File: src/rtl/clock_gen_pkg.sv
// Shared types and helpers for the multi-channel fabric clock generator.
package clock_gen_pkg;

   typedef enum logic [1:0] {
      LOCKING = 2'd0,
      LOCKED  = 2'd1,
      RECONF  = 2'd2
   } state_t;

   // High-phase length of a divided clock; odd divisors get the extra cycle high.
   function automatic logic [31:0] hi_of(input logic [31:0] div);
      return (div + 32'd1) >> 1;
   endfunction

   function automatic logic cfg_req_ok(input logic [31:0] ch,
                                       input logic [31:0] div,
                                       input logic [31:0] phase,
                                       input logic [31:0] num_ch);
      return (div != 32'd0) && (phase < div) && (ch < num_ch);
   endfunction

endpackage

File: src/rtl/clock_gen_multi_if.sv
// Configuration port of the clock generator: valid/ready request plus reject pulse.
interface clock_gen_multi_if #(
   parameter int CH_W  = 2,
   parameter int DIV_W = 8
);
   logic             cfg_valid;
   logic             cfg_ready;
   logic [CH_W-1:0]  cfg_ch;
   logic [DIV_W-1:0] cfg_div;
   logic [DIV_W-1:0] cfg_phase;
   logic             cfg_err;

   modport master (
      output cfg_valid, cfg_ch, cfg_div, cfg_phase,
      input  cfg_ready, cfg_err
   );

   modport slave (
      input  cfg_valid, cfg_ch, cfg_div, cfg_phase,
      output cfg_ready, cfg_err
   );
endinterface

File: src/rtl/clock_div_channel.sv
// One divided-clock channel: divisor/phase registers, cycle counter, clock and enable.
module clock_div_channel
   import clock_gen_pkg::*;
#(
   parameter int DIV_W    = 8,
   parameter int INIT_DIV = 2
) (
   input  logic             clk,
   input  logic             rst_n,
   input  logic             run,
   input  logic             reload,
   input  logic             wr,
   input  logic [DIV_W-1:0] wr_div,
   input  logic [DIV_W-1:0] wr_phase,
   output logic             clk_out,
   output logic             clk_en
);

   logic [DIV_W-1:0] cnt;
   logic [DIV_W-1:0] div;
   logic [DIV_W-1:0] phase;
   logic [DIV_W:0]   hi;

   always_ff @(posedge clk or negedge rst_n) begin
      if (!rst_n) begin
         cnt   <= '0;
         div   <= DIV_W'(INIT_DIV);
         phase <= '0;
      end else begin
         if (wr) begin
            div   <= wr_div;
            phase <= wr_phase;
         end
         // Reload uses the stored phase, so a channel written on the previous edge
         // realigns to its new phase.
         if (reload) begin
            cnt <= phase;
         end else if (run) begin
            cnt <= (cnt == div - DIV_W'(1)) ? '0 : cnt + DIV_W'(1);
         end
      end
   end

   assign hi      = (DIV_W+1)'(hi_of(32'(div)));
   assign clk_out = ({1'b0, cnt} < hi);
   assign clk_en  = (cnt == '0);

endmodule

File: src/rtl/clock_gen_multi.sv
// Portable multi-channel clock generator with runtime reconfiguration and lock sequencing.
//   state   | meaning
//   LOCKING | counters running, counting stable cycles toward lock
//   LOCKED  | outputs stable, config port open
//   RECONF  | one cycle: all channels reload their phase, lock counter clears
module clock_gen_multi
   import clock_gen_pkg::*;
#(
   parameter int NUM_CH      = 3,
   parameter int DIV_W       = 8,
   parameter int INIT_DIV    = 2,
   parameter int LOCK_CYCLES = 16,
   parameter int CH_W        = (NUM_CH > 1) ? $clog2(NUM_CH) : 1
) (
   input  logic               clk,
   input  logic               rst_n,
   clock_gen_multi_if.slave   cfg,
   output logic [NUM_CH-1:0]  clk_out,
   output logic [NUM_CH-1:0]  clk_en,
   output logic               locked
);

   localparam int LW = $clog2(LOCK_CYCLES + 1);

   state_t          state, state_nxt;
   logic [LW-1:0]   lock_cnt, lock_cnt_nxt;
   logic            err_q, err_nxt;
   logic            accept;
   logic            req_ok;
   logic            run;
   logic            reload;
   logic [NUM_CH-1:0] wr;

   assign accept = cfg.cfg_valid && (state == LOCKED);
   assign req_ok = cfg_req_ok(32'(cfg.cfg_ch), 32'(cfg.cfg_div),
                              32'(cfg.cfg_phase), 32'(NUM_CH));

   always_ff @(posedge clk or negedge rst_n) begin
      if (!rst_n) begin
         state    <= LOCKING;
         lock_cnt <= '0;
         err_q    <= 1'b0;
      end else begin
         state    <= state_nxt;
         lock_cnt <= lock_cnt_nxt;
         err_q    <= err_nxt;
      end
   end

   always_comb begin
      state_nxt    = state;
      lock_cnt_nxt = lock_cnt;
      err_nxt      = 1'b0;
      case (state)
         LOCKING: begin
            if (lock_cnt != LW'(LOCK_CYCLES)) begin
               lock_cnt_nxt = lock_cnt + LW'(1);
            end
            if (lock_cnt == LW'(LOCK_CYCLES - 1)) begin
               state_nxt = LOCKED;
            end
         end
         LOCKED: begin
            if (accept) begin
               if (req_ok) begin
                  state_nxt = RECONF;
               end else begin
                  err_nxt = 1'b1;
               end
            end
         end
         RECONF: begin
            lock_cnt_nxt = '0;
            state_nxt    = LOCKING;
         end
         default: begin
            lock_cnt_nxt = '0;
            state_nxt    = LOCKING;
         end
      endcase
   end

   assign locked        = (state == LOCKED);
   assign cfg.cfg_ready = (state == LOCKED);
   assign cfg.cfg_err   = err_q;
   assign run           = (state != RECONF);
   assign reload        = (state == RECONF);

   for (genvar i = 0; i < NUM_CH; i++) begin : g_ch
      assign wr[i] = accept && req_ok && (cfg.cfg_ch == CH_W'(i));

      clock_div_channel #(
         .DIV_W    (DIV_W),
         .INIT_DIV (INIT_DIV)
      ) u_ch (
         .clk      (clk),
         .rst_n    (rst_n),
         .run      (run),
         .reload   (reload),
         .wr       (wr[i]),
         .wr_div   (cfg.cfg_div),
         .wr_phase (cfg.cfg_phase),
         .clk_out  (clk_out[i]),
         .clk_en   (clk_en[i])
      );
   end

endmodule

File: src/flat_wrapper.sv
// flat-port wrapper written by rule: the top's interface ports become plain ports
module clock_gen_multi_flat import clock_gen_pkg::*;
#(
   parameter int NUM_CH      = 3,
   parameter int DIV_W       = 8,
   parameter int INIT_DIV    = 2,
   parameter int LOCK_CYCLES = 16,
   parameter int CH_W        = (NUM_CH > 1) ? $clog2(NUM_CH) : 1
)
  (clk, rst_n, clk_out, clk_en, locked, cfg_cfg_valid, cfg_cfg_ch, cfg_cfg_div, cfg_cfg_phase, cfg_cfg_ready, cfg_cfg_err);
  clock_gen_multi_if #(.CH_W(CH_W), .DIV_W(DIV_W)) cfg_i ();
  input  logic clk;
  input  logic rst_n;
  output logic [NUM_CH-1:0] clk_out;
  output logic [NUM_CH-1:0] clk_en;
  output logic locked;
  input wire logic [$bits(cfg_i.cfg_valid)-1:0] cfg_cfg_valid;
  input wire logic [$bits(cfg_i.cfg_ch)-1:0] cfg_cfg_ch;
  input wire logic [$bits(cfg_i.cfg_div)-1:0] cfg_cfg_div;
  input wire logic [$bits(cfg_i.cfg_phase)-1:0] cfg_cfg_phase;
  output wire logic [$bits(cfg_i.cfg_ready)-1:0] cfg_cfg_ready;
  output wire logic [$bits(cfg_i.cfg_err)-1:0] cfg_cfg_err;
  assign cfg_i.cfg_valid = cfg_cfg_valid;
  assign cfg_i.cfg_ch = cfg_cfg_ch;
  assign cfg_i.cfg_div = cfg_cfg_div;
  assign cfg_i.cfg_phase = cfg_cfg_phase;
  assign cfg_cfg_ready = cfg_i.cfg_ready;
  assign cfg_cfg_err = cfg_i.cfg_err;
  clock_gen_multi #(.NUM_CH(NUM_CH), .DIV_W(DIV_W), .INIT_DIV(INIT_DIV), .LOCK_CYCLES(LOCK_CYCLES), .CH_W(CH_W)) u_core (.clk(clk), .rst_n(rst_n), .cfg(cfg_i), .clk_out(clk_out), .clk_en(clk_en), .locked(locked));
endmodule
File: config.mk
export PLATFORM = sky130hd
export DESIGN_NAME = clock_gen_multi_flat
export DESIGN_NICKNAME = d
export VERILOG_FILES = /design/src/rtl/clock_gen_pkg.sv /design/src/rtl/clock_gen_multi_if.sv /design/src/rtl/clock_div_channel.sv /design/src/rtl/clock_gen_multi.sv /design/src/flat_wrapper.sv
export SDC_FILE = /design/constraint.sdc
export NUM_CORES = 1
export LEC_CHECK = 0
export CAP_MARGIN = 10
export CORE_MARGIN = 8
export CORE_UTILIZATION = 50
export CTS_CLUSTER_DIAMETER = 100
export CTS_CLUSTER_SIZE = 24
export DETAILED_ROUTE_END_ITERATION = 10
export PLACE_DENSITY = 0.77
export SLEW_MARGIN = 20
export SYNTH_ARGS = -nofsm -noshare
export SYNTH_HDL_FRONTEND = slang
export SYNTH_HIERARCHICAL = 1
export SYNTH_SLANG_ARGS = --single-unit
File: constraint.sdc
create_clock -name clk -period 2.7 [get_ports clk]
set_clock_uncertainty 0.2 [all_clocks]
set_input_delay 0.54 -clock clk [delete_from_list [all_inputs] [get_ports clk]]
set_output_delay 0.54 -clock clk [all_outputs]
set_load 0.005 [all_outputs]
==> impl_metrics.toml <==
[logic_synthesis]
synthCells = 602
synth_cell_types = 56
yosysWarnings = 6
syn-num-nets = 666
synth_area_leaders = "dfrtp_1 (34%), ha_1 (9.6%), mux2_2 (7.8%)"
yosysTopAreaCell = "dfrtp_1"
synth_flop_cell = "dfrtp_1"
ys_ff_latch = 80
seq_area_frac_synth_pct = 35.6
synth_edf_count = 0
synthesis.area_sq_um = 5630
postSynthAreaPerCell_sq_um = 9.36
async_flop_share_pct = 100
synth.top_cell.area_share_pct = 34.2

[timing]
report.final.slew_viol_count = 0
tns_ps = -1020
rsz0062_at_grt = "yes"
holdWs_ps = -4.47
max_slew_margin_pct = 60.6
hold_violations = 2
worst_slew_pin_slew_ps = 591
layout_setup_ws_ps = -388
period_share_pct = 114
fmax_mhz = 324
setup_violations = 3
min_period_ps = 3090

[global_routing]
grt_pass1_vias = 5359
grt_pass1_wl_mm = 27.2
grt-ovfl-total = 0
grt_max_degree = 63
grt_use_total_pct = 23.1
antenna_found_initial = 0

[worst_setup_path]
crit_type = "register to output pin"
crit_family = "compound AO/OA/AOI/OAI gates"
slowest_stage = "dfstp_2"
r2r-end = "u_core/g_ch[0].u_ch/cnt[0]"
rr_startpoint = "u_core/g_ch[0].u_ch/div[1]"
path_cells = "buf_6, nand3_2, xor2_1, ha_1, a21o_1, a211oi_2, o21bai_1, a31oi_1, buf_2"
start_kind = "register"
critPathLaunch = "u_core/g_ch[1].u_ch/div[1]"
worstPathRequired_ps = 1960
worstSetupEndpointType = "output pin"
cp_max_fo = 3
r2r_setup_slack_ps = 120
cpPeakStageDelay_ps = 570
cp.arrival_ps = 2350
cp_num_buf_inv = 2
r2r_cells = 9

[final_layout]
finalInstanceArea_sq_um = 7440
finalNonFillerCells = 871
fin_nets = 790
drive_above_1_share_pct = 32.6
area_growth_pct = 32.0
n_antenna_cell = 0

[place]
dp_slack_ps = -621
dp_cells = 830
dpl-instance-area_sq_um = 6670
gp_congestion = 0.898
place_hpwl_mm = 11.0
io_buffers = 29

[pwr]
peakVddDrop_v = 0.000591
p_total_mw = 8.03
cellPowerDensity_nw_per_um2 = 1080
p_leak_nw = 3.48

[route]
avgViaCountPerCell = 6.05
drt_iter0_markers = 445
routedWlPerCell_um = 20.2
drt-total-wl_mm = 17.6
route.detailed.drc = 0
vias = 5270
firstDrtPassIters = 5
postRouteAntennaNets = 0

[clock_network]
cts_buffers = 9
cts.sinks = 80
cts_root_buf = "clkbuf_16"
ctsHoldBuffers = 0
clockBufferDepth = 2
clk_pin_slew_ps = 60
h-tree-depth = 3
tritoncts = "done"
clk_latency_ps = 340

[outcome]
violations = "negative hold slack, negative setup slack"
outcome = "finished with violations"

[floorplanning]
rows = 38
die_w_um = 122
ios = 30
core-area_sq_um = 10900
dieArea_sq_um = 14900
chipHeight_um = 122
initial_utilization_pct = 51.5

[job]
drv_cap = 0

[min_path]
min-delay-path-class = "primary input to async pin"
[synth_stat cells, types with 3 or more instances]
master / count
or4b_2: 3
a21o_1: 11
xor2_1: 25
a31oi_1: 13
and4_1: 4
o21bai_1: 4
or3_1: 4
nand2_1: 42
nor3_1: 7
ha_1: 43
clkbuf_1: 17
nor2_1: 41
buf_2: 10
inv_1: 35
buf_4: 3
nand3_1: 19
nand3b_1: 4
and3_1: 19
dfrtp_1: 77
nand4_1: 5
o21ai_1: 10
xnor2_1: 24
a211oi_1: 5
nor2b_1: 5
o211ai_1: 14
nor4_1: 5
dfstp_2: 3
mux2_2: 39
nor4b_1: 5
a22oi_1: 4
nand2b_1: 19
o21ai_0: 32
nor3b_1: 6
a21oi_1: 15
[metal layers]
layer / wire length [um] / global-route usage (%)
met3: 1200 / 4.07
met1: 7090 / 28.3
met2: 8570 / 39.6
met5: 0 / 0
met4: 724 / 9.22
[stage by stage]
stage	hold WS, ps	util [%]
after floorplan	44.4	-
after global placement	288	61.0
after detailed placement	278	61.0
after CTS	23.0	67.0
after global routing	49.4	68.0
final	-4.47	68.0
[what timing repair did]
action / CTS / global route
setup buffers: 16 / 6
endpoints found under the setup margin: 51 / 69
pin swaps: 28 / 10
gates cloned: 4 / 0
resized for setup: 98 / 29
[registers in the layout (all words and copies together), names as in the netlist]
register / flops
u_core/state: 2
u_core/lock_cnt: 5
u_core/g_ch.u_ch/div: 24
u_core/g_ch.u_ch/phase: 24
u_core/g_ch.u_ch/cnt: 24
u_core/cfg.cfg_err: 1
[cell usage in the layout (no fill, tap or decap), drive strengths merged, types with 16 or more instances in the layout]
cell type	count
buf	121
dfrtp	77
ha	43
nor2	42
nand2	42
o21ai	42
mux2	39
inv	36
xor2	25
xnor2	24
nand3	20
nand2b	19
and3	19
clkbuf	18
a21oi	16
[worst max path at each step]
stage / end / slack [ps] / cells past startpoint
after floorplan: u_core/g_ch[1].u_ch/phase[3] / -20 / 9
after global placement: u_core/g_ch[2].u_ch/div[4] / -500 / 9
after detailed placement: u_core/g_ch[2].u_ch/phase[1] / -620 / 9
after CTS: clk_out[0] / -320 / 9
after global routing: clk_out[1] / -510 / 9
final: clk_out[1] / -390 / 9
[area by class of cell]
cell class	count	area [sq um]
timing repair buffer	144	1170
sequential	80	2010
multi-input combinational	456	3660
clock buffer	13	270
tap	140	175
inverter	35	131
clock inverter	3	23.8
fill	785	3500
[report_power, final]
group	leakage (nW)	switching, mW	internal (mW)
Sequential	1.01	0.525	1.70
Combinational	2.33	2.28	2.33
Clock	0.138	0.491	0.702
Total	3.48	3.30	4.73
[cell families (layout without fill, tap and decap cells)]
logic type | after synthesis | after routing | share of synthesized area [%]
muxes | 40 | 40 | 7.97
buffers and inverters | 66 | 195 | 4.95
adders and majority gates | 43 | 43 | 9.55
AOI/OAI and AO/OA | 123 | 123 | 14.3
and+or+nand+nor | 201 | 201 | 20.0
DFF | 80 | 80 | 35.6
xor gates and xnor gates | 49 | 49 | 7.62
No activity file was read; power rests on OpenSTA's default activity.
